**src/rtl/mem_arb_pkg.sv**
```systemverilog
// mem_arb_pkg: FSM state and owner encodings shared by the memory arbiter.
package mem_arb_pkg;
  typedef enum logic [1:0] {IDLE, REQ, WAIT} state_t;
  typedef enum logic {OWN_IFU, OWN_LSU} owner_t;
endpackage

```
**src/rtl/arb_grant.sv**
```systemverilog
// arb_grant: one-hot grant between IFU (bit 0) and LSU (bit 1); on contention the side not granted last wins.
module arb_grant
  import mem_arb_pkg::*;
(
  input  logic       ifu_valid,
  input  logic       lsu_valid,
  input  owner_t     last,
  output logic [1:0] grant
);
  assign grant[0] = ifu_valid && (!lsu_valid || last == OWN_LSU);
  assign grant[1] = lsu_valid && (!ifu_valid || last == OWN_IFU);
endmodule

```
**src/rtl/mem_arbiter.sv**
```systemverilog
// mem_arbiter: shares one memory port between fetch and load/store, one transaction in flight.
// Define ARB_ROUND_ROBIN_EN for alternating grants on contention; default is fixed LSU-first.
module mem_arbiter
  import mem_arb_pkg::*;
#(
  parameter int ADDR_W = 32
) (
  input  logic              clk,
  input  logic              rst,
  input  logic              ifu_req_valid_i,
  output logic              ifu_req_ready_o,
  input  logic [ADDR_W-1:0] ifu_addr_i,
  output logic              ifu_rsp_valid_o,
  output logic [31:0]       ifu_rdata_o,
  input  logic              lsu_req_valid_i,
  output logic              lsu_req_ready_o,
  input  logic [ADDR_W-1:0] lsu_addr_i,
  input  logic [31:0]       lsu_wdata_i,
  input  logic [3:0]        lsu_wmask_i,
  output logic              lsu_rsp_valid_o,
  output logic [31:0]       lsu_rdata_o,
  output logic              mem_req_valid_o,
  input  logic              mem_req_ready_i,
  output logic [ADDR_W-1:0] mem_addr_o,
  output logic [31:0]       mem_wdata_o,
  output logic [3:0]        mem_wmask_o,
  input  logic              mem_rsp_valid_i,
  input  logic [31:0]       mem_rdata_i
);
  state_t            state, nxt;
  owner_t            own, last_grant;
  logic [1:0]        grant;
  logic [ADDR_W-1:0] addr_q;
  logic [31:0]       wdata_q;
  logic [3:0]        wmask_q;
  logic              take, rsp;
  arb_grant u_grant (
    .ifu_valid(ifu_req_valid_i),
    .lsu_valid(lsu_req_valid_i),
    .last     (last_grant),
    .grant    (grant)
  );
  assign take = state == IDLE && !rst && |grant;
`ifdef ARB_ROUND_ROBIN_EN
  always_ff @(posedge clk) begin
    if (rst) last_grant <= OWN_IFU;
    else if (take) last_grant <= grant[1] ? OWN_LSU : OWN_IFU;
  end
`else
  // constant IFU as "last" makes arb_grant favour the LSU
  assign last_grant = OWN_IFU;
`endif
  always_comb begin
    nxt = state;
    if (state == IDLE) nxt = |grant ? REQ : IDLE;
    else if (state == REQ) nxt = mem_req_ready_i ? WAIT : REQ;
    else nxt = mem_rsp_valid_i ? IDLE : WAIT;
  end
  always_ff @(posedge clk) begin
    if (rst) begin
      state   <= IDLE;
      own     <= OWN_IFU;
      addr_q  <= '0;
      wdata_q <= '0;
      wmask_q <= '0;
    end else begin
      state <= nxt;
      if (take) begin
        own     <= grant[1] ? OWN_LSU : OWN_IFU;
        addr_q  <= grant[1] ? lsu_addr_i : ifu_addr_i;
        wdata_q <= grant[1] ? lsu_wdata_i : '0;
        wmask_q <= grant[1] ? lsu_wmask_i : '0;
      end
    end
  end
  assign rsp             = state == WAIT && !rst && mem_rsp_valid_i;
  assign ifu_req_ready_o = take && grant[0];
  assign lsu_req_ready_o = take && grant[1];
  assign ifu_rsp_valid_o = rsp && own == OWN_IFU;
  assign lsu_rsp_valid_o = rsp && own == OWN_LSU;
  assign ifu_rdata_o     = rst ? '0 : mem_rdata_i;
  assign lsu_rdata_o     = rst ? '0 : mem_rdata_i;
  assign mem_req_valid_o = state == REQ && !rst;
  assign mem_addr_o      = rst ? '0 : addr_q;
  assign mem_wdata_o     = rst ? '0 : wdata_q;
  assign mem_wmask_o     = rst ? '0 : wmask_q;
endmodule

```
**config.mk**
```make
export PLATFORM = sky130hd
export DESIGN_NAME = mem_arbiter
export DESIGN_NICKNAME = d
export VERILOG_FILES = /design/src/rtl/mem_arb_pkg.sv /design/src/rtl/arb_grant.sv /design/src/rtl/mem_arbiter.sv
export SDC_FILE = /design/constraint.sdc
export NUM_CORES = 1
export LEC_CHECK = 0
export ABC_AREA = 1
export ABC_CLOCK_PERIOD_IN_PS = 1900
export CAP_MARGIN = 20
export CORE_ASPECT_RATIO = 0.8
export CORE_UTILIZATION = 40
export DETAILED_ROUTE_END_ITERATION = 8
export GPL_TIMING_DRIVEN = 0
export PLACE_DENSITY = 0.9
export SYNTH_ARGS = -nofsm -noshare
export SYNTH_HDL_FRONTEND = slang
export SYNTH_SLANG_ARGS = --single-unit
```
**constraint.sdc**
```tcl
create_clock -name clk -period 1.9 [get_ports clk]
set_clock_uncertainty 0.1 [all_clocks]
set_input_delay 0.475 -clock clk [delete_from_list [all_inputs] [get_ports clk]]
set_output_delay 0.475 -clock clk [all_outputs]
set_load 0.02 [all_outputs]
```
-- Yosys cells after proc, flatten, opt, wreduce, memory -nomap -nowiden
Cells that the tools add are included.
Widths: inputs -> output; s select.
- register bits: 71
- output and inout port bits: 137
- logic and storage cells: 35
- equal/unequal tests: 2
- muxes and demuxes: 13
- bitwise operators: 1
- reductions and logical operators: 14
- operator list (cell ; number):
    $mux 32 ; 5
    $logic_and 1x1->1 ; 10
    $mux 2 ; 4
    $mux 4 ; 2
    $eq 2x1->1 const B ; 1
    $eq 2x2->1 const B ; 1
    $logic_not 1->1 ; 2
    $logic_not 2->1 ; 1
    $mux 1 ; 2
    $reduce_or 2->1 ; 1
    $not 1->1 ; 1

-- Longest topological paths before layout
- depth in word-level cells: 5
- mapped depth: 7
- depth with buffers taken out: 5

-- By module
Synthesis repeated with hierarchy kept, for this count alone.
- cell total of the unflattened synthesis: 760
- area total of the unflattened synthesis: 4405.5 µm²
- by module, submodules not included (module ; instances ; cells each ; area an instance (µm²) ; sequential area each (µm²)):
    mem_arbiter ; 1 ; 756 ; 4377.9 ; 1421.4
    arb_grant ; 1 ; 4 ; 27.5 ; 0.0

-- Least setup slack after synthesis
No wires, ideal clock.
- kind: input port to output port
- from: input rst
- to: output lsu_rdata_o[11]
- arrival time: 1.362 ns
- slack: -0.037 ns
- stages: 4
- buffers on the path: 3
- cells stage by stage: clkbuf_1 > buf_2 > nor2_1 > buf_4
- cells in the longest elaborated chain, start to end: 1
- ends and longest elaborated chain (what ; line ; source):
    start: declaration ; mem_arbiter.sv:9 ; input logic rst,
    $mux 32 ; - ;
    end: declaration ; mem_arbiter.sv:21 ; output logic [31:0] lsu_rdata_o,
No other way between the ends.

-- Worst setup path after layout
- from: input mem_rdata_i[21]
- to: output lsu_rdata_o[21]
- cells in the longest elaborated chain, start to end: 1
- ends and longest elaborated chain (what ; line ; source):
    start: declaration ; mem_arbiter.sv:28 ; input logic [31:0] mem_rdata_i
    $mux 32 ; mem_arbiter.sv:82 ; assign lsu_rdata_o = rst ? '0 : mem_rdata_i;
No other way between the ends.

==> impl_metrics.json <==
{
  "status": "finished, final reports clean",
  "hold_path_class": "reg2reg",
  "tightest_slew_ns": 0.495,
  "start_kind": "primary input",
  "drv_slew": 0,
  "viasPerCell": 4.57,
  "total_power_uw": 5110,
  "die_h_um": 95.5,
  "dieArea_um2": 11400,
  "antenna_found_initial": 2,
  "tritoncts.num_buffers": 9,
  "crit_required_ns": 1.32,
  "pwr-share-comb_pct": 29.3,
  "routed_wl_mm": 15.9,
  "maxCapViolations": 0,
  "cts_tree": "done",
  "area_growth_pct": 72.6,
  "synthCells": 755,
  "final_cell_mix": "nand2_1 (205), nand3_1 (138), inv_1 (133), clkdlybuf4s50_1 (110), buf_2 (104)",
  "clk_pin_slew_ns": 0.06,
  "fin_crit_ns": 1.89,
  "rows": 33,
  "synthMuxAreaShare_pct": 0,
  "initial_core_util_pct": 41.9,
  "synth-seq-area-share_pct": 32.5,
  "fillers": 896,
  "h-tree-depth": 3,
  "cts_hold_buffers": 0,
  "clkLatencyLatePin_ns": 0.32,
  "drtIter0Drc": 278,
  "cp-end-kind": "output pin",
  "grt_use_total_pct": 26.7,
  "multiInputGateArea_um2": 2060,
  "relSlewSlack_pct": 67.0,
  "drtAntennaViolNets": 0,
  "drive_gt1_share_pct": 25.5,
  "dpl_worst_slack_ns": -1.30,
  "overflow": 0,
  "nets": 1182,
  "post-route-period-util_pct": 99.4,
  "postSynthAreaPerCell_um2": 5.80,
  "gp_congestion": 0.863,
  "setup_viol": 0,
  "max-vdd-ir-drop_mv": 0.535,
  "seqCellArea_um2": 1420,
  "p_seq_share_pct": 32.9,
  "vias": 5444,
  "ys_types": 17,
  "p_int_uw": 3600,
  "worstPathArrival_ns": 1.31,
  "rsz0062_at_grt": "yes",
  "ys_warn_count": 0,
  "synth-seq-cells": 71,
  "setup_ws_ns": 0.0110,
  "core_um2": 10400,
  "fmax_mhz": 529,
  "synth_top_family_by_area": "simple AND/OR/NAND/NOR gates",
  "syn_nets": 893,
  "finalHoldViolCount": 0,
  "p_switching_uw": 1500,
  "grt_pass1_wl_mm": 23.9,
  "power_leakage_uw": 0.00438,
  "drc": 0,
  "crit_fanout": 2,
  "clkPwrFrac_pct": 37.9,
  "cts-root-buf": "clkbuf_16",
  "dp_hpwl_mm": 11.9,
  "io_pins": 275,
  "chipWidth_um": 119,
  "synth_compound_area_share_pct": 0.229,
  "p_per_area_nw_per_um2": 676,
  "synthAdderAreaFrac_pct": 0,
  "synthXorXnorAreaFrac_pct": 0,
  "grt_pass1_vias": 5071,
  "cts.sinks": 71,
  "fin_tns_setup_ns": 0,
  "switching_share_pct": 29.5,
  "port_buffers": 273,
  "drt_pass1_iterations": 5,
  "critical_path_class": "in2out",
  "synth-simple-area-share_pct": 43.4,
  "avgRoutedWirePerCell_um": 13.4,
  "synth_area_um2": 4380,
  "grt_max_degree": 13,
  "layout_commonest_cell": "nand2_1",
  "clk_path_buf_depth": 2
}
## power by group through the flow
| stage | registers, µW | logic [µW] | clock network, µW |
|---|---|---|---|
| 2_1_floorplan | 1690 | 779 | 0 |
| 3_3_place_gp | 1700 | 1480 | 0 |
| 3_5_place_dp | 1710 | 1500 | 0 |
| 4_1_cts | 1680 | 1460 | 1950 |
| 5_1_grt | 1690 | 1620 | 2030 |
| 6_report | 1680 | 1490 | 1930 |
## Yosys cell counts
master      n  area (µm²)
clkbuf_1   10        37.5
nand4_1     3        18.8
nor2_4      1        11.3
buf_1       7        26.3
buf_2      28         140
or2_2       1        6.26
nor2_1    104         390
nand2_2     1        6.26
dfxtp_1    71        1420
buf_4      35         263
nand2_1   205         769
inv_1     143         537
nand3_1   138         691
nor2_2      1        6.26
inv_2       2        7.51
a21oi_1     2        10.0
buf_6       3        33.8
## through the flow
| stage | area [µm²] | instances | hold WS, ns | util [%] |
|---|---|---|---|---|
| global route | 7550 | 1191 | 0.385 | 72.3 |
| finish | 7550 | 1191 | 0.370 | 72.3 |
| floorplan | 4380 | 755 | 0.348 | - |
| CTS | 7380 | 1187 | 0.371 | 70.6 |
| global placement | 7280 | 1168 | 0.357 | 69.7 |
| detailed placement | 7280 | 1168 | 0.361 | 69.7 |
## cells by family after synthesis
logic type             Yosys count
DFF                             71
and+or+nand+nor                454
buffers and inverters          228
AOI/OAI and AO/OA                2
## worst paths after layout
check	cells after the start	from	end	slack, ns
max	5	mem_rdata_i[21]	lsu_rdata_o[21]	0.01
min	2	wdata_q[28]$_SDFFE_PP0P_	wdata_q[28]$_SDFFE_PP0P_	0.37
max reg2reg	7	state[1]$_SDFF_PP0_	wdata_q[14]$_SDFFE_PP0P_	0.53
min reg2reg	2	wdata_q[28]$_SDFFE_PP0P_	wdata_q[28]$_SDFFE_PP0P_	0.37
## layout make-up
type	instances	share of cell area [%]
multi-input combinational	456	27.3
clock inverter	6	1.43
buffer	81	7.87
antenna	2	0.0663
tap	140	2.32
inverter	145	7.27
timing repair buffer	280	31.8
clock buffer	10	3.16
sequential	71	18.8
## critical path, cell delays in order
cell and delay (ns):
clkdlybuf4s50_1 0.47, inv_1 0.06, nor2_2 0.09, buf_4 0.11
buf_6 0.10
## state kept, by name, indices dropped and copies added, names as in the netlist
| register | flops |
|---|---|
| own | 1 |
| addr_q | 32 |
| wdata_q | 32 |
| wmask_q | 4 |
| state | 2 |
## routing by layer
| metal | up-vias | wire (µm) | GRT usage [%] |
|---|---|---|---|
| met2 | 217 | 7980 | 49.0 |
| met4 | 0 | 329 | 8.97 |
| met1 | 2419 | 6550 | 31.4 |
| met3 | 25 | 1050 | 5.14 |
| li1 | 2783 | - | - |
| met5 | - | 0 | 0 |
## what timing repair did
action                                  4_1_cts  5_1_grt
endpoints found under the setup margin      137       54
resized for setup                           627       89
pin swaps                                     6       21
setup buffers                                 3        3
cloned                                        1        0
Power figures use the tool's default switching activity.
